`src/rtl/pid_autotuner_zn.sv`:
```
// rtl/pid_autotuner_zn.sv - Ziegler-Nichols gain-sweep autotuner for the BLDC speed PID loop
// Sweeps a probe gain until error oscillation stops decaying, then derives Kp/Ki/Kd.
module pid_autotuner_zn #(
  parameter int DATA_WIDTH = 16,
  parameter int K_WIDTH    = 8,
  parameter int KD_WIDTH   = 7,
  parameter int AVG_CYCLES = 4,
  parameter logic [DATA_WIDTH-1:0] TIMEOUT = 16'hFFFF
) (
  input  logic                         clk,
  input  logic                         reset_n,
  input  logic                         sample_en,
  input  logic                         start,
  input  logic [2:0]                   pid_select,
  input  logic signed [DATA_WIDTH-1:0] error,
  output logic [K_WIDTH-1:0]           kp_probe,
  output logic                         busy,
  output logic                         done,
  output logic                         fail,
  output logic [K_WIDTH-1:0]           ku,
  output logic [DATA_WIDTH-1:0]        pu,
  output logic [K_WIDTH-1:0]           kp,
  output logic [K_WIDTH-1:0]           ki,
  output logic [KD_WIDTH-1:0]          kd
);

  localparam int DW2     = 2 * DATA_WIDTH;
  localparam int AVG_LOG = $clog2(AVG_CYCLES);
  localparam int CW      = $clog2(AVG_CYCLES + 1);
  localparam int SW      = DATA_WIDTH + AVG_LOG;
  localparam int DCW     = $clog2(DW2);
  localparam logic [DATA_WIDTH-1:0] CNT_MAX   = '1;
  localparam logic [K_WIDTH-1:0]    PROBE_MAX = '1;
  localparam logic [KD_WIDTH-1:0]   KD_MAX    = '1;
  localparam logic [2:0] SEL_P = 3'b100, SEL_PI = 3'b110, SEL_PID = 3'b111;

  typedef enum logic [2:0] {
    S_IDLE, S_SETTLE, S_MEASURE, S_COMPUTE_KP, S_COMPUTE_KI, S_COMPUTE_KD, S_DONE, S_FAIL
  } state_t;
  typedef enum logic [1:0] {D_LOAD, D_RUN, D_WB} dphase_t;

  state_t                       state;
  state_t                       next_compute;
  dphase_t                      dphase;
  logic [2:0]                   sel;
  logic                         prev_neg;
  logic [DATA_WIDTH-1:0]        cnt;
  logic signed [DATA_WIDTH-1:0] max_e, min_e;
  logic [DATA_WIDTH:0]          first_amp;
  logic [CW-1:0]                ncross;
  logic [SW-1:0]                sum;
  logic [DW2-1:0]               div_rem, div_quo, div_den;
  logic [DCW-1:0]               div_cnt;

  logic                         rising, last_period, measuring, do_accept, do_step, valid_sel;
  logic [DATA_WIDTH-1:0]        cnt_inc;
  logic signed [DATA_WIDTH-1:0] max_n, min_n;
  logic [DATA_WIDTH:0]          amp;
  logic [CW-1:0]                ncross_n;
  logic [SW-1:0]                sum_n;
  logic [DW2-1:0]               ku_w, pu_w, div_num, div_dvs, rem_nx, quo_nx;
  logic [DW2:0]                 rem_sh;
  logic                         rem_ge, div_zero, commit;
  logic [K_WIDTH-1:0]           k_val;
  logic [KD_WIDTH-1:0]          kd_val;

  assign rising      = sample_en && !error[DATA_WIDTH-1] && prev_neg;
  assign cnt_inc     = (cnt == CNT_MAX) ? cnt : cnt + 1'b1;
  assign max_n       = (error > max_e) ? error : max_e;
  assign min_n       = (error < min_e) ? error : min_e;
  assign amp         = {max_n[DATA_WIDTH-1], max_n} - {min_n[DATA_WIDTH-1], min_n};
  assign ncross_n    = ncross + 1'b1;
  assign sum_n       = sum + SW'(cnt_inc);
  assign last_period = rising && (ncross_n == CW'(AVG_CYCLES));
  assign measuring   = (state == S_SETTLE) || (state == S_MEASURE);
  assign do_accept   = (state == S_MEASURE) && last_period && (amp >= first_amp);
  // A crossing always takes precedence over a coincident timeout.
  assign do_step     = ((state == S_MEASURE) && last_period && (amp < first_amp)) ||
                       (measuring && sample_en && !rising && (cnt_inc == TIMEOUT));
  assign valid_sel   = (sel == SEL_P) || (sel == SEL_PI) || (sel == SEL_PID);

  assign ku_w   = DW2'(ku);
  assign pu_w   = DW2'(pu);
  assign rem_sh = {div_rem, div_quo[DW2-1]};
  assign rem_ge = rem_sh >= {1'b0, div_den};
  assign rem_nx = rem_ge ? DW2'(rem_sh - {1'b0, div_den}) : rem_sh[DW2-1:0];
  assign quo_nx = {div_quo[DW2-2:0], rem_ge};
  assign commit = (dphase == D_WB) || ((dphase == D_LOAD) && div_zero);
  assign k_val  = (dphase != D_WB) ? '0 :
                  (|div_quo[DW2-1:K_WIDTH]) ? PROBE_MAX : div_quo[K_WIDTH-1:0];
  assign kd_val = (dphase != D_WB) ? '0 :
                  (|div_quo[DW2-1:KD_WIDTH]) ? KD_MAX : div_quo[KD_WIDTH-1:0];

  always_comb begin
    div_num      = '0;
    div_dvs      = '0;
    div_zero     = 1'b1;
    next_compute = S_DONE;
    case (state)
      S_COMPUTE_KP: begin
        next_compute = S_COMPUTE_KI;
        div_zero     = 1'b0;
        case (sel)
          SEL_P:   begin div_num = ku_w;              div_dvs = DW2'(2);   end
          SEL_PI:  begin div_num = DW2'(45) * ku_w;   div_dvs = DW2'(100); end
          default: begin div_num = DW2'(6) * ku_w;    div_dvs = DW2'(10);  end
        endcase
      end
      S_COMPUTE_KI: begin
        next_compute = S_COMPUTE_KD;
        if (sel == SEL_PI) begin
          div_zero = 1'b0;
          div_num  = DW2'(54) * ku_w;
          div_dvs  = DW2'(100) * pu_w;
        end else if (sel == SEL_PID) begin
          div_zero = 1'b0;
          div_num  = DW2'(12) * ku_w;
          div_dvs  = DW2'(10) * pu_w;
        end
      end
      S_COMPUTE_KD: begin
        if (sel == SEL_PID) begin
          div_zero = 1'b0;
          div_num  = DW2'(3) * ku_w * pu_w;
          div_dvs  = DW2'(40);
        end
      end
      default: ;
    endcase
  end

  always_ff @(posedge clk or negedge reset_n) begin
    if (!reset_n) begin
      state     <= S_IDLE;
      dphase    <= D_LOAD;
      sel       <= '0;
      prev_neg  <= 1'b0;
      cnt       <= '0;
      max_e     <= '0;
      min_e     <= '0;
      first_amp <= '0;
      ncross    <= '0;
      sum       <= '0;
      div_rem   <= '0;
      div_quo   <= '0;
      div_den   <= '0;
      div_cnt   <= '0;
      kp_probe  <= '0;
      busy      <= 1'b0;
      done      <= 1'b0;
      fail      <= 1'b0;
      ku        <= '0;
      pu        <= '0;
      kp        <= '0;
      ki        <= '0;
      kd        <= '0;
    end else begin
      case (state)
        S_IDLE: begin
          if (start) begin
            sel      <= pid_select;
            kp_probe <= K_WIDTH'(1);
            busy     <= 1'b1;
            done     <= 1'b0;
            fail     <= 1'b0;
            prev_neg <= 1'b0;
            cnt      <= '0;
            state    <= S_SETTLE;
          end
        end
        S_SETTLE, S_MEASURE: begin
          if (sample_en) begin
            prev_neg <= error[DATA_WIDTH-1];
            if (do_accept) begin
              ku <= kp_probe;
              pu <= DATA_WIDTH'(sum_n >> AVG_LOG);
              if (valid_sel) begin
                state  <= S_COMPUTE_KP;
                dphase <= D_LOAD;
              end else begin
                kp    <= '0;
                ki    <= '0;
                kd    <= '0;
                state <= S_DONE;
              end
            end else if (do_step) begin
              cnt <= '0;
              if (kp_probe == PROBE_MAX) begin
                state <= S_FAIL;
              end else begin
                kp_probe <= kp_probe + 1'b1;
                state    <= S_SETTLE;
              end
            end else if (rising) begin
              cnt   <= '0;
              max_e <= error;
              min_e <= error;
              state <= S_MEASURE;
              if (state == S_SETTLE) begin
                ncross <= '0;
                sum    <= '0;
              end else begin
                ncross <= ncross_n;
                sum    <= sum_n;
                if (ncross == '0) first_amp <= amp;
              end
            end else begin
              cnt   <= cnt_inc;
              max_e <= max_n;
              min_e <= min_n;
            end
          end
        end
        S_COMPUTE_KP, S_COMPUTE_KI, S_COMPUTE_KD: begin
          if (commit) begin
            case (state)
              S_COMPUTE_KP: kp <= k_val;
              S_COMPUTE_KI: ki <= k_val;
              default:      kd <= kd_val;
            endcase
            state  <= next_compute;
            dphase <= D_LOAD;
          end else if (dphase == D_LOAD) begin
            // Dividend is parked in the quotient register and shifted out MSB first.
            div_rem <= '0;
            div_quo <= div_num;
            div_den <= div_dvs;
            div_cnt <= DCW'(DW2 - 1);
            dphase  <= D_RUN;
          end else begin
            div_rem <= rem_nx;
            div_quo <= quo_nx;
            div_cnt <= div_cnt - 1'b1;
            if (div_cnt == '0) dphase <= D_WB;
          end
        end
        S_DONE: begin
          done     <= 1'b1;
          busy     <= 1'b0;
          kp_probe <= '0;
          state    <= S_IDLE;
        end
        S_FAIL: begin
          fail     <= 1'b1;
          busy     <= 1'b0;
          kp_probe <= '0;
          ku       <= '0;
          pu       <= '0;
          state    <= S_IDLE;
        end
        default: state <= S_IDLE;
      endcase
    end
  end

endmodule

```
`config.mk`:
```
export PLATFORM = sky130hd
export DESIGN_NAME = pid_autotuner_zn
export DESIGN_NICKNAME = d
export VERILOG_FILES = /design/src/rtl/pid_autotuner_zn.sv
export SDC_FILE = /design/constraint.sdc
export NUM_CORES = 1
export LEC_CHECK = 0
export CAP_MARGIN = 10
export CORE_ASPECT_RATIO = 1.25
export CORE_MARGIN = 2
export CORE_UTILIZATION = 50
export CTS_CLUSTER_SIZE = 16
export DETAILED_ROUTE_END_ITERATION = 10
export PLACE_DENSITY = 0.66
export SYNTH_ARGS = -nofsm -noshare
export SYNTH_HDL_FRONTEND = slang
export SYNTH_SLANG_ARGS = --single-unit
```
`constraint.sdc`:
```
create_clock -name clk -period 10.29 [get_ports clk]
set_input_delay 2.058 -clock clk [delete_from_list [all_inputs] [get_ports clk]]
set_output_delay 2.058 -clock clk [all_outputs]
set_load 0.02 [all_outputs]
```
---- Word-level counts from Yosys, hierarchy flattened ----
Cells that the tools add are included.
cells by class
  $add $sub $neg .......................... 7
  equal/unequal tests ..................... 30
  muxes and demuxes ....................... 85
  reductions and logical operators ........ 52
  bitwise gates (word level) .............. 4
  order comparisons ....................... 5
  $mul .................................... 8
operator list
  cell                                                                 count
  16-bit two-way mux                                                   12
  8-bit two-way mux                                                    16
  32-bit two-way mux                                                   3
  26-bit one-hot mux with 3 select lines                               1
  23-bit one-hot mux with 3 select lines                               1
  16-bit one-hot mux with 2 select lines                               2
  7-bit two-way mux                                                    7
  8-bit one-hot mux with 2 select lines                                3
  33-bit by 32-bit >= comparator with 1-bit output                     1
  16-bit equality test (second input constant)                         2
  32-bit subtractor                                                    1
  2-bit by 8-bit multiplier with 10-bit output (first input constant)  3
  14-bit one-hot mux with 2 select lines                               1
  7-bit one-hot mux with 2 select lines                                2
  3-bit two-way mux                                                    9
  10-bit by 16-bit multiplier with 26-bit output                       1
  26-bit two-way mux                                                   1
  2-bit != test (second input constant)                                13
  25-bit OR reduction                                                  1
  3-bit equality test (second input constant)                          8
  8-bit one-hot mux with 3 select lines                                1
  6-bit AND reduction                                                  4
  24-bit OR reduction                                                  1
  23-bit two-way mux                                                   1
  other kinds (47)                                                     96
storage, ports and cells
  flip-flop bits (word level) ............. 254
  output and inout bits ................... 58

---- Longest topological paths before layout ----
  word-level depth ........................ 11
  depth in mapped cells ................... 33

---- Least setup slack after synthesis ----
OpenSTA, ideal clock, no wires.
  kind .................................... input to register
  start point ............................. in error[9]
  end point ............................... reg ki[0]
  setup slack ............................. 2.025 ns
  arrival ................................. 8.184 ns
  stages on the path ...................... 29
  path through ............................ ha_1 > a21oi_1 > a2111oi_0 > o21ai_2 > a21oi_4 > buf_2 > buf_1 > nand2_1 > o21ai_0 > ha_1 > inv_1 > a2111oi_0 > a221oi_2 > a32oi_2 > nor2_1 > a21o_1 > a211oi_1 > nor2_1 > ha_1 > a21o_1 > a21o_1 > a21o_1 > a211oi_1 > o21ai_0 > a21oi_1 > nor3_1 > nand2_1 > a21oi_1 > mux2i_1
on the way
  word-level cells in the longest chain between the ends .. 7
  elaborated cells between the ends (all ways) .. 9
  classes of those cells .................. add/sub: 1; order compare: 3; eq/ne: 1; mux: 2; reduce/logical: 2
RTL lines
  item                                                                       RTL line  RTL
  from (decl)                                                                15        input logic signed [DATA_WIDTH-1:0] error,
  16-bit > comparator / 16-bit less-than comparator (equally long branches)  69, 70
  16-bit two-way mux, on equally long branches                               69, 70
  16-bit by 16-bit subtractor with 17-bit output (*)                         71        assign amp = {max_n[DATA_WIDTH-1], max_n} - {min_n[DATA_WIDTH-1], min_n};
  via amp[5]                                                                 58        logic [DATA_WIDTH:0] amp;
  17-bit >= comparator (*)                                                   76        assign do_accept = (state == S_MEASURE) && last_period && (amp >= first_amp);
  1-bit logical AND (*)                                                      76
  2-bit != test (no source line) (*)                                         -
  6-bit AND reduction (no source line) (*)                                   -
  to (signal assigned)                                                       218       S_COMPUTE_KI: ki <= k_val;
  to (decl)                                                                  23        output logic [K_WIDTH-1:0] ki,
Mark *: on every way through the listed nets, which the timed path passes. The rest lies on a longest branch.
A chain may end at the register's enable or synchronous reset.

---- Worst setup path in the final report ----
  start point ............................. reg ku[0]
  end point ............................... reg div_quo[25]
on the way
  word-level cells in the longest chain between the ends .. 5
RTL lines
  item                                            RTL line  RTL
  from (decl)                                     20        output logic [K_WIDTH-1:0] ku,
  from (signal assigned)                          175       ku <= kp_probe;
  2-bit by 8-bit multiplier with 10-bit output    124       div_num = DW2'(3) * ku_w * pu_w;
  10-bit by 16-bit multiplier with 26-bit output  124
  26-bit two-way mux                              122       if (sel == SEL_PID) begin
  26-bit one-hot mux with 3 select lines          99        case (state)
  32-bit two-way mux                              223       end else if (dphase == D_LOAD) begin
  to (signal assigned)                            226       div_quo <= div_num;
  to (signal assigned)                            232       div_quo <= quo_nx;
  to (decl)                                       52        logic [DW2-1:0] div_rem, div_quo, div_den;
Every way passes these cells.

==> impl_table.tex <==
\begin{tabular}{lr}
\hline
Metric & Value \\
\hline
\multicolumn{2}{l}{\textbf{Setup path}} \\
\quad Number of cells on the worst reg-to-reg path & 26 \\
\quad Startpoint Class & flip-flop \\
\quad Crit Path Max Fanout & 23 \\
\quad Type of destination of the critical path & flip-flop \\
\quad Worst Path Required & approximately 11 ns \\
\quad Arrival time at the worst endpoint & around 9.3 ns \\
\quad Worst R2R Setup Slack & roughly 1.5 ns \\
\quad CP Class & reg2reg \\
\multicolumn{2}{l}{\textbf{Yosys}} \\
\quad Count of flip-flops with a built-in enable after synthesis & 0 \\
\quad Cell count after synthesis & 2847 \\
\quad Predominant post-synthesis flop cell & sky130\_fd\_sc\_hd\_\_dfrtp\_1 \\
\quad Cell Area, Synth & 24600 µm² \\
\quad Flip-flop and latch count after synthesis & 244 \\
\quad Asr flop ratio synth & 100\% \\
\quad Netlist cell types & 80 \\
\quad Largest family of logic cells by synthesized area & adder cells \\
\quad Number of warnings printed during yosys synthesis & 0 \\
\quad Area share of xor/xnor cells in the synthesized design & around 4.8\% \\
\quad Average instance area after synthesis & slightly below 9 µm² \\
\quad Syn\_nets & roughly 3300 \\
\quad Fraction of the yosys area taken by sequential cells & about a quarter \\
\quad Cells taking the most area after synthesis & sky130\_fd\_sc\_hd\_\_dfrtp\_1 (25\%), sky130\_fd\_sc\_hd\_\_ha\_1 (15\%), sky130\_fd\_sc\_hd\_\_fa\_1 (12\%) \\
\quad Share of the synthesized area in compound gates (AO/OA/AOI/OAI) & around 18\% \\
\quad Post-synth top area share & approximately a quarter \\
\quad Multiplexer share of the synthesized area & roughly 2.7\% \\
\quad Top cell type by total area after synthesis & sky130\_fd\_sc\_hd\_\_dfrtp\_1 \\
\quad Synth Area in Simple Gates & 14.5\% \\
\quad Post-Synth Adder-Cell Area & 27.4\% \\
\multicolumn{2}{l}{\textbf{Timing}} \\
\quad Worst hold margin & $\sim$0.48 ns \\
\quad Final hold violations & 0 \\
\quad Final number of setup-violating endpoints & 0 \\
\quad Worst Max-Slew Pin Slew & 1.15 ns \\
\quad Timing-limited maximum frequency & between 100 and 150 MHz \\
\quad Aggregate negative setup slack & 0 ns \\
\quad Number of pins with negative max-slew slack in the final report & 0 \\
\quad Skew final & between 0.02 and 0.025 ns \\
\quad Shortest clock period the worst path allows after layout & roughly 8.7 ns \\
\quad Worst-case headroom to the max-slew limit & 21.3\% \\
\quad RSZ-0062 raised after global routing & false \\
\quad Fraction of the cycle the final worst path needs & a little over four fifths \\
\multicolumn{2}{l}{\textbf{Final layout}} \\
\quad Final \#Nets & roughly 3300 \\
\quad Fraction of final layout cells with drive strength greater than 1 & 4.69\% \\
\quad Area Growth Syn to Fin & 10.1\% \\
\multicolumn{2}{l}{\textbf{Hold path}} \\
\quad Depth of the worst hold-timing path & 2 \\
\quad Hold WC Path Type & reg2reg \\
\multicolumn{2}{l}{\textbf{Job}} \\
\quad Max-cap viol count & 0 \\
\multicolumn{2}{l}{\textbf{Clocking}} \\
\quad Clk slew on worst S/H paths & roughly 0.06 ns \\
\quad Clock Latency Late Sink & between 0.5 and 0.6 ns \\
\quad CTS Buf Count & 30 \\
\quad Post-CTS sizing & 0 \\
\quad Count of clock tree sinks & roughly 240 \\
\quad Postcts setup bufs & 0 \\
\quad Clock root cell & sky130\_fd\_sc\_hd\_\_clkbuf\_16 \\
\quad Hold bufs inserted after CTS & 0 \\
\quad Number of H-tree branching levels & 1 \\
\quad Number of buffers between clock root and the deepest sink & 3 \\
\quad TritonCTS clock tree & yes \\
\multicolumn{2}{l}{\textbf{Power}} \\
\quad Worst voltage drop across the vdd grid & around 280 µV \\
\quad Internal power contribution & 3510 µW \\
\quad Net load switching power & $\sim$3000 µW \\
\quad Part of the power in the clock network & approximately 17\% \\
\quad Register share of total power & between 20\% and 30\% \\
\quad Pwr dens & 242 nW/µm² \\
\quad Leakage component of the power & around 0.014 µW \\
\quad Switching fraction of total power & a little under half \\
\quad Combinational share of power & around 60\% \\
\multicolumn{2}{l}{\textbf{Floorplanning}} \\
\quad Horizontal extent of the die & 203 µm \\
\quad Vert. Die Dim & $\sim$250 µm \\
\quad Core Rows & 90 \\
\quad Area of the core region & 48400 µm² \\
\quad Initial cell density of the core & between 50\% and 60\% \\
\quad Die Outline Area & roughly 51000 µm² \\
\quad I/O pins & 81 \\
\multicolumn{2}{l}{\textbf{Routing}} \\
\quad Routed via count divided by cell count & 5.74 \\
\quad Drt total wl & roughly 65000 µm \\
\quad Iteration-0 DRC count of the detailed router & 1062 \\
\quad Via count & between 20000 and 25000 \\
\quad Wire per inst & about 18 µm \\
\quad Post-DRT Antenna Nets & 0 \\
\quad Final routed DRC violation total & 0 \\
\quad First-pass iteration count of the detailed router & 7 \\
\multicolumn{2}{l}{\textbf{Placement}} \\
\quad Quantity of I/O buffers inserted on ports & 80 \\
\quad Dpl hpwl & between 50000 and 60000 µm \\
\quad Last weighted congestion value of the routability-driven placer & 0.910 \\
\multicolumn{2}{l}{\textbf{Global route}} \\
\quad First-pass GRT wire length & approximately 110000 µm \\
\quad Maximum number of pins on one net before global-route repair & approximately 150 \\
\quad Initial antenna violation count & 1 \\
\quad Total Routing Usage GR & a little over a quarter \\
\quad Remaining global-route overflow & 0 \\
\quad Via count of the first global-routing pass & roughly 21000 \\
\multicolumn{2}{l}{\textbf{Status}} \\
\quad Result of the run & complete, no violations \\
\hline
\end{tabular}
## cell families (layout without fill, tap and decap cells)
family,after synthesis,in the layout
adders and majority gates,451,451
buffers and inverters,512,564
DFF,244,244
and+or+nand+nor,761,761
xor gates and xnor gates,136,136
other,0,1
muxes,64,64
AOI/OAI and AO/OA,679,679
## registers in the layout, indices dropped and copies added, names as in the netlist, named ones only
register	count
busy	1
cnt	16
div_cnt	5
div_den	22
div_quo	32
div_rem	32
done	1
dphase	2
fail	1
first_amp	17
kd	7
ki	8
kp	8
kp_probe	8
ku	8
max_e	15
min_e	16
ncross	3
prev_neg	1
pu	16
sel	3
state	3
sum	18
## cell type report
| type | count | area, µm² |
|---|---|---|
| clock inverters | 20 | 239 |
| multi-input cells | 2091 | 16600 |
| flip-flops and latches | 244 | 6110 |
| fillers | 4363 | 21300 |
| inverters | 402 | 1510 |
| diodes | 1 | 2.50 |
| repair buffers | 107 | 1020 |
| clock buffers | 35 | 821 |
| well taps | 644 | 806 |
## synth_stat cells, types with 5 or more instances
master and n:
sky130_fd_sc_hd__a2111oi_0 5, sky130_fd_sc_hd__a211oi_1 13, sky130_fd_sc_hd__a21boi_0 9, sky130_fd_sc_hd__a21o_1 54
sky130_fd_sc_hd__a21oi_1 145, sky130_fd_sc_hd__a221oi_1 21, sky130_fd_sc_hd__a22o_1 47, sky130_fd_sc_hd__a22oi_1 8
sky130_fd_sc_hd__a31oi_1 22, sky130_fd_sc_hd__and2_1 80, sky130_fd_sc_hd__and3_1 18, sky130_fd_sc_hd__and4_1 6
sky130_fd_sc_hd__buf_2 12, sky130_fd_sc_hd__clkbuf_1 94, sky130_fd_sc_hd__dfrtp_1 244, sky130_fd_sc_hd__fa_1 149
sky130_fd_sc_hd__ha_1 301, sky130_fd_sc_hd__inv_1 402, sky130_fd_sc_hd__mux2_2 15, sky130_fd_sc_hd__mux2i_1 44
sky130_fd_sc_hd__nand2_1 306, sky130_fd_sc_hd__nand2b_1 31, sky130_fd_sc_hd__nand3_1 42, sky130_fd_sc_hd__nand4_1 21
sky130_fd_sc_hd__nor2_1 148, sky130_fd_sc_hd__nor2b_1 23, sky130_fd_sc_hd__nor3_1 38, sky130_fd_sc_hd__nor4_1 10
sky130_fd_sc_hd__o211ai_1 21, sky130_fd_sc_hd__o21a_1 13, sky130_fd_sc_hd__o21ai_0 181, sky130_fd_sc_hd__o21ai_1 30
sky130_fd_sc_hd__o21bai_1 16, sky130_fd_sc_hd__o221ai_1 11, sky130_fd_sc_hd__o22ai_1 17, sky130_fd_sc_hd__o31ai_1 24
sky130_fd_sc_hd__or2_2 10, sky130_fd_sc_hd__or3_1 9, sky130_fd_sc_hd__xnor2_1 85, sky130_fd_sc_hd__xor2_1 51
## per-layer routing
| metal | routed length [µm] | vias to the layer above | GRT usage, % |
|---|---|---|---|
| met5 | 0 | - | 0 |
| met4 | 2720 | 0 | 10.3 |
| met3 | 2870 | 142 | 3.53 |
| met2 | 32800 | 497 | 47.1 |
| met1 | 26700 | 9994 | 31.4 |
| li1 | - | 9727 | - |
## cell usage in the layout (no fill, tap or decap), types with 30 or more instances in the layout
cell type and n:
sky130_fd_sc_hd__inv_1 402, sky130_fd_sc_hd__nand2_1 306, sky130_fd_sc_hd__ha_1 301, sky130_fd_sc_hd__dfrtp_1 244
sky130_fd_sc_hd__o21ai_0 180, sky130_fd_sc_hd__fa_1 149, sky130_fd_sc_hd__nor2_1 148, sky130_fd_sc_hd__a21oi_1 143
sky130_fd_sc_hd__xnor2_1 85, sky130_fd_sc_hd__and2_1 80, sky130_fd_sc_hd__clkdlybuf4s50_1 79, sky130_fd_sc_hd__a21o_1 54
sky130_fd_sc_hd__xor2_1 51, sky130_fd_sc_hd__a22o_1 47, sky130_fd_sc_hd__mux2i_1 44, sky130_fd_sc_hd__nand3_1 42
sky130_fd_sc_hd__nor3_1 37, sky130_fd_sc_hd__nand2b_1 31, sky130_fd_sc_hd__clkbuf_16 31, sky130_fd_sc_hd__o21ai_1 30
## final timing paths
check | from | end
setup / recovery | ku[0]$_DFFE_PN0P_ | div_quo[25]$_DFFE_PN0P_
hold / removal | div_den[6]$_DFFE_PN0P_ | div_den[6]$_DFFE_PN0P_
setup reg to reg | ku[0]$_DFFE_PN0P_ | div_quo[25]$_DFFE_PN0P_
hold reg to reg | div_den[6]$_DFFE_PN0P_ | div_den[6]$_DFFE_PN0P_
max in group asynchronous | reset_n | cnt[11]$_DFFE_PN0P_
min in group asynchronous | reset_n | div_rem[27]$_DFFE_PN0P_
## critical path, stage by stage, from the launching register on
cell	delay, ns
sky130_fd_sc_hd__dfrtp_1	0.95
sky130_fd_sc_hd__ha_1	0.33
sky130_fd_sc_hd__inv_1	0.09
sky130_fd_sc_hd__fa_1	0.42
sky130_fd_sc_hd__o31ai_1	0.42
sky130_fd_sc_hd__nand3_1	0.12
sky130_fd_sc_hd__nand2_1	0.16
sky130_fd_sc_hd__a21o_1	0.69
sky130_fd_sc_hd__and2_1	0.27
sky130_fd_sc_hd__fa_1	0.43
sky130_fd_sc_hd__fa_1	0.53
sky130_fd_sc_hd__fa_1	0.53
sky130_fd_sc_hd__fa_1	0.55
sky130_fd_sc_hd__inv_1	0.06
sky130_fd_sc_hd__fa_1	0.53
sky130_fd_sc_hd__inv_1	0.04
sky130_fd_sc_hd__ha_1	0.36
sky130_fd_sc_hd__a21o_1	0.20
sky130_fd_sc_hd__a21o_1	0.18
sky130_fd_sc_hd__a21oi_1	0.21
sky130_fd_sc_hd__o21ai_0	0.14
sky130_fd_sc_hd__a211oi_1	0.40
sky130_fd_sc_hd__o21ai_0	0.19
sky130_fd_sc_hd__a21oi_1	0.23
sky130_fd_sc_hd__o21ai_0	0.15
sky130_fd_sc_hd__or4_1	0.40
sky130_fd_sc_hd__nand3_1	0.09
## power groups by stage
stage	Clock, µW	Combinational (µW)	Sequential, µW
floorplan	0	3060	1420
global placement	0	3820	1490
detailed placement	0	3900	1500
CTS	1160	3940	1480
global route	1190	4430	1530
finish	1140	3930	1490
## per-stage QoR
stage / utilization, % / total power (µW) / area, µm² / cells / worst slack, ns
final: 56.0 / 6560 / 27100 / 3544 / 1.55
after global routing: 56.0 / 7150 / 27100 / 3543 / 1.10
after CTS: 56.0 / 6570 / 27100 / 3543 / 1.54
after detailed placement: 53.8 / 5400 / 26100 / 3488 / 1.08
after global placement: 53.8 / 5300 / 26100 / 3488 / 1.20
after floorplan: - / 4480 / 24600 / 2847 / 2.03
Power figures use the tool's default switching activity.
==> variant 1 (same settings) <==
Register the output `kp_probe` once more, with the module's reset; this adds one clock of latency there. The other outputs are not delayed to match.
--- a/src/rtl/pid_autotuner_zn.sv
+++ b/src/rtl/pid_autotuner_zn.sv
@@ -39,6 +39,8 @@
   } state_t;
   typedef enum logic [1:0] {D_LOAD, D_RUN, D_WB} dphase_t;
 
+  logic [K_WIDTH-1:0] kp_probe_s0;
+
   state_t                       state;
   state_t                       next_compute;
   dphase_t                      dphase;
@@ -145,7 +147,7 @@
       div_quo   <= '0;
       div_den   <= '0;
       div_cnt   <= '0;
-      kp_probe  <= '0;
+      kp_probe_s0 <= '0;
       busy      <= 1'b0;
       done      <= 1'b0;
       fail      <= 1'b0;
@@ -159,7 +161,7 @@
         S_IDLE: begin
           if (start) begin
             sel      <= pid_select;
-            kp_probe <= K_WIDTH'(1);
+            kp_probe_s0 <= K_WIDTH'(1);
             busy     <= 1'b1;
             done     <= 1'b0;
             fail     <= 1'b0;
@@ -172,7 +174,7 @@
           if (sample_en) begin
             prev_neg <= error[DATA_WIDTH-1];
             if (do_accept) begin
-              ku <= kp_probe;
+              ku <= kp_probe_s0;
               pu <= DATA_WIDTH'(sum_n >> AVG_LOG);
               if (valid_sel) begin
                 state  <= S_COMPUTE_KP;
@@ -185,10 +187,10 @@
               end
             end else if (do_step) begin
               cnt <= '0;
-              if (kp_probe == PROBE_MAX) begin
+              if (kp_probe_s0 == PROBE_MAX) begin
                 state <= S_FAIL;
               end else begin
-                kp_probe <= kp_probe + 1'b1;
+                kp_probe_s0 <= kp_probe_s0 + 1'b1;
                 state    <= S_SETTLE;
               end
             end else if (rising) begin
@@ -237,13 +239,13 @@
         S_DONE: begin
           done     <= 1'b1;
           busy     <= 1'b0;
-          kp_probe <= '0;
+          kp_probe_s0 <= '0;
           state    <= S_IDLE;
         end
         S_FAIL: begin
           fail     <= 1'b1;
           busy     <= 1'b0;
-          kp_probe <= '0;
+          kp_probe_s0 <= '0;
           ku       <= '0;
           pu       <= '0;
           state    <= S_IDLE;
@@ -253,5 +255,13 @@
     end
   end
 
+  always_ff @(posedge clk or negedge reset_n) begin
+    if (!reset_n) begin
+      kp_probe <= '0;
+    end else begin
+      kp_probe <= kp_probe_s0;
+    end
+  end
+
 endmodule
 
Function: not settled (the Yosys comparison gave no result); the edit may change what the design does.
==> variant 1 against the unedited design <==
Combinational power down 15%. Synthesized cell count increased by 1.1%. Design area is 0.93% higher. Critical path type is now in2reg. Global-route usage is 1.5 points higher. Final cell count is 1.2% higher. Critical path depth increased by 1. Sequential cell count is 8 higher. Die area increased by 0.75%. Total power fell by 8.1%. Area after synthesis rose by 0.76%. Setup slack worse by 0.30 ns. Sequential power up 3%. Clock power about the same. Wire length increased by 7.3%.
==> variant 1: results (changes against the unedited design) <==
==============================================================================
Leakage power of the design                                            13.6 nW   -0.48%
Synth unique cells                                                          82   +2.5%
RD Place Congestion                                                      0.966   +6.1%
Cell count after placement                                               3,532   +1.3%
Worst slew margin                                                        0.229   +0.0166
Worst vdd ir                                                        0.000188 V   -32%
Synthesized-area fraction occupied by ao, oa, aoi and oai cells          0.164   -0.0145
Maximum fanout encountered on the critical timing path                      21   -8.7%
Startpoint of the tightest hold check path                        kp_probe_s0[1]$_DFFE_PN0P_
Leading cell types by count after synthesis                       379 x sky130_fd_sc_hd__inv_1, 344 x sky130_fd_sc_hd__nand2_1, 301 x sky130_fd_sc_hd__ha_1
Pre-CTS worst setup slack                                             0.674 ns   -0.405 ns
Largest cells by area after synthesis                             sky130_fd_sc_hd__dfrtp_1 25%, sky130_fd_sc_hd__ha_1 15%, sky130_fd_sc_hd__fa_1 12%, sky130_fd_sc_hd__inv_1 5.7%, sky130_fd_sc_hd__nand2_1 5.2%
Crit path max-delay cell type                                     sky130_fd_sc_hd__clkdlybuf4s50_1
Detailed Routing Iterations Pass 1                                           5   -2
Max stage delay on crit path                                           0.61 ns   -0.34 ns
CP Launch Point                                                      error[15]
Run status                                                           completed
Arrival time reported for the critical path endpoint                   9.55 ns   +0.30 ns
Cell area reported after detailed placement                       26,300 sq um   +0.94%
Global-route total usage across every layer                              0.276   +0.0147
Pin count of the biggest net entering global routing                       161   +6.6%
Xor and xnor fraction of the mapped netlist area                        0.0476   -0.000719
Post-layout net count                                                    3,386   +1.1%
Final Routed Wirelength                                              69,800 um   +7.3%
Wire length of the first global-routing pass                        113,000 um   +5.0%
DPL Wire Length                                                      53,800 um   +7.5%
Portion of the post-synthesis area used by sequential elements           0.254   +0.00619
Avg Inst Size Synth                                                 8.63 sq um   -0.29%
First-iteration detailed-routing DRC count                               1,275   +20%
==============================================================================
-- variant 1: per-layer routing --
metal	GRT usage	routed length (um)	vias to the layer above
li1	-	-	9828
met4	0.112	2970	0
met1	0.337	28700	10100
met5	0	0	-
met2	0.493	34600	608
met3	0.0320	3550	150
-- variant 1: layout make-up --
class / count / area, sq um
tap: 651 / 815
timing repair buffer: 115 / 1080
clock buffer: 43 / 921
clock inverter: 12 / 146
sequential: 252 / 6310
inverter: 379 / 1420
antenna: 1 / 2.50
multi-input combinational: 2135 / 16700
fill: 4552 / 21800
-- variant 1: worst max-delay path: cells and delay by family --
| kind | cells | cell delay (ns) |
|---|---|---|
| AOI/OAI and AO/OA | 14 | 2.99 |
| xor gates and xnor gates | 1 | 0.20 |
| adders and majority gates | 3 | 1.17 |
| buffers and inverters | 2 | 0.84 |
| and+or+nand+nor | 7 | 2.32 |
-- variant 1: path summary, 6_finish.rpt --
check                                             endpoint  depth (start not counted)  slack [ns]
worst max-delay path            kp_probe_s0[6]$_DFFE_PN0P_                         27        1.24
worst min register to register       kp_probe[1]$_DFF_PN0_                          0        0.48
worst max register to register     div_quo[25]$_DFFE_PN0P_                         26        1.59
max in group asynchronous              cnt[14]$_DFFE_PN0P_                          2        7.46
worst min-delay path                 kp_probe[1]$_DFF_PN0_                          0        0.48
min in group asynchronous          div_rem[14]$_DFFE_PN0P_                          1        1.47
-- variant 1: cells by family (layout without fill, tap and decap cells) --
| group | count (synthesis) | in the layout |
|---|---|---|
| muxes | 64 | 64 |
| buffers and inverters | 490 | 549 |
| xor gates and xnor gates | 135 | 135 |
| AOI/OAI and AO/OA | 657 | 657 |
| and+or+nand+nor | 829 | 829 |
| other | 0 | 1 |
| adders and majority gates | 450 | 450 |
| DFF | 252 | 252 |
-- variant 1: report_power, final --
part           leakage, nW  total [mW]  switching (mW)  internal, mW
Combinational         9.77        3.35            1.96          1.39
Clock                0.528        1.14           0.448         0.693
Sequential            3.30        1.53           0.291          1.24
==> variant 2 (same settings) <==
Made on the original files. `TIMEOUT`: 16'hFFFF -> 16'h7FFF.
--- a/src/rtl/pid_autotuner_zn.sv
+++ b/src/rtl/pid_autotuner_zn.sv
@@ -5,7 +5,7 @@
   parameter int K_WIDTH    = 8,
   parameter int KD_WIDTH   = 7,
   parameter int AVG_CYCLES = 4,
-  parameter logic [DATA_WIDTH-1:0] TIMEOUT = 16'hFFFF
+  parameter logic [DATA_WIDTH-1:0] TIMEOUT = 16'h7FFF
 ) (
   input  logic                         clk,
   input  logic                         reset_n,
Function: not settled (the Yosys comparison gave no result); the edit may change what the design does.
==> variant 2 against the unedited design <==
Sequential cell count unchanged. Largest power group unchanged. Hold slack worse by 0.0050 ns. Sequential share of layout area is 0.083 points higher. Count of clock-buffer cells in the layout is 2 higher. Area after synthesis decreased by 0.50%. Design area shrank 0.37%. Total power decreased by 5.1%. Setup slack gained 0.074 ns. Utilization is 0.077 points lower. Critical path type is now in2reg. Wire length barely moved.
==> variant 2: results (changes against the unedited design) <==
==============================================================================
Global-route total usage across every layer                              0.261   -0.000391
Worst-case hold slack                                                 0.474 ns   -0.00504 ns
Crit path max-delay cell type                                     sky130_fd_sc_hd__a2111oi_0
Nets in the synthesized netlist                                          3,269   -1.5%
Pre-CTS worst setup slack                                              1.04 ns   -0.0361 ns
DPL Wire Length                                                      50,200 um   +0.28%
Synthesized-area fraction occupied by ao, oa, aoi and oai cells          0.178   -0.000384
Antenna violations before repair                                             0   -1
Run status                                                           completed
Wire length of the first global-routing pass                        107,000 um   -0.58%
Maximum fanout encountered on the critical timing path                      28   +22%
Worst setup slack after layout                                         1.62 ns   +0.0744 ns
Wl on met1                                                           25,900 um   -3.0%
Reg-to-reg critical path endpoint                                 div_quo[22]$_DFFE_PN0P_
Antenna diode count                                                          0   -1
Post-detailed-route wirelength per cell                                18.6 um   +1.3%
Detail Route met2 WL                                                 33,100 um   +1.1%
Cell depth of the worst flop-to-flop path                                   27   +3.8%
Met2 routing resource usage after global routing                         0.476   +0.00506
Multiplexer area fraction after synthesis                               0.0291   +0.00192
RD Place Congestion                                                      0.922   +1.3%
Synth unique cells                                                          93   +16%
Max stage delay on crit path                                           0.79 ns   -0.16 ns
Vias in the first global route                                          21,100   +0.13%
Cts bufs inserted                                                           29   -3.3%
==============================================================================
## variant 2: power groups by stage
stage	Combinational [mW]	Clock (mW)	Sequential [mW]
2_1_floorplan	2.83	0	1.36
6_report	3.62	1.16	1.43
3_5_place_dp	3.60	0	1.44
5_1_grt	4.07	1.23	1.47
4_1_cts	3.62	1.19	1.43
3_3_place_gp	3.51	0	1.43
## variant 2: final cells by class
type | count | area share
clock inverter | 16 | 0.0101
sequential | 244 | 0.226
multi-input combinational | 2059 | 0.613
inverter | 387 | 0.0538
clock buffer | 37 | 0.0298
tap | 644 | 0.0298
timing repair buffer | 109 | 0.0379
## variant 2: worst max-delay path, delay by kind of cell
kind / cells / cell delay [ns]
compound gates: 13 / 3.14
buf+inv: 6 / 1.55
fa+ha+maj: 5 / 1.27
simple gates: 3 / 0.55
mux: 1 / 0.36
xor+xnor: 1 / 0.17
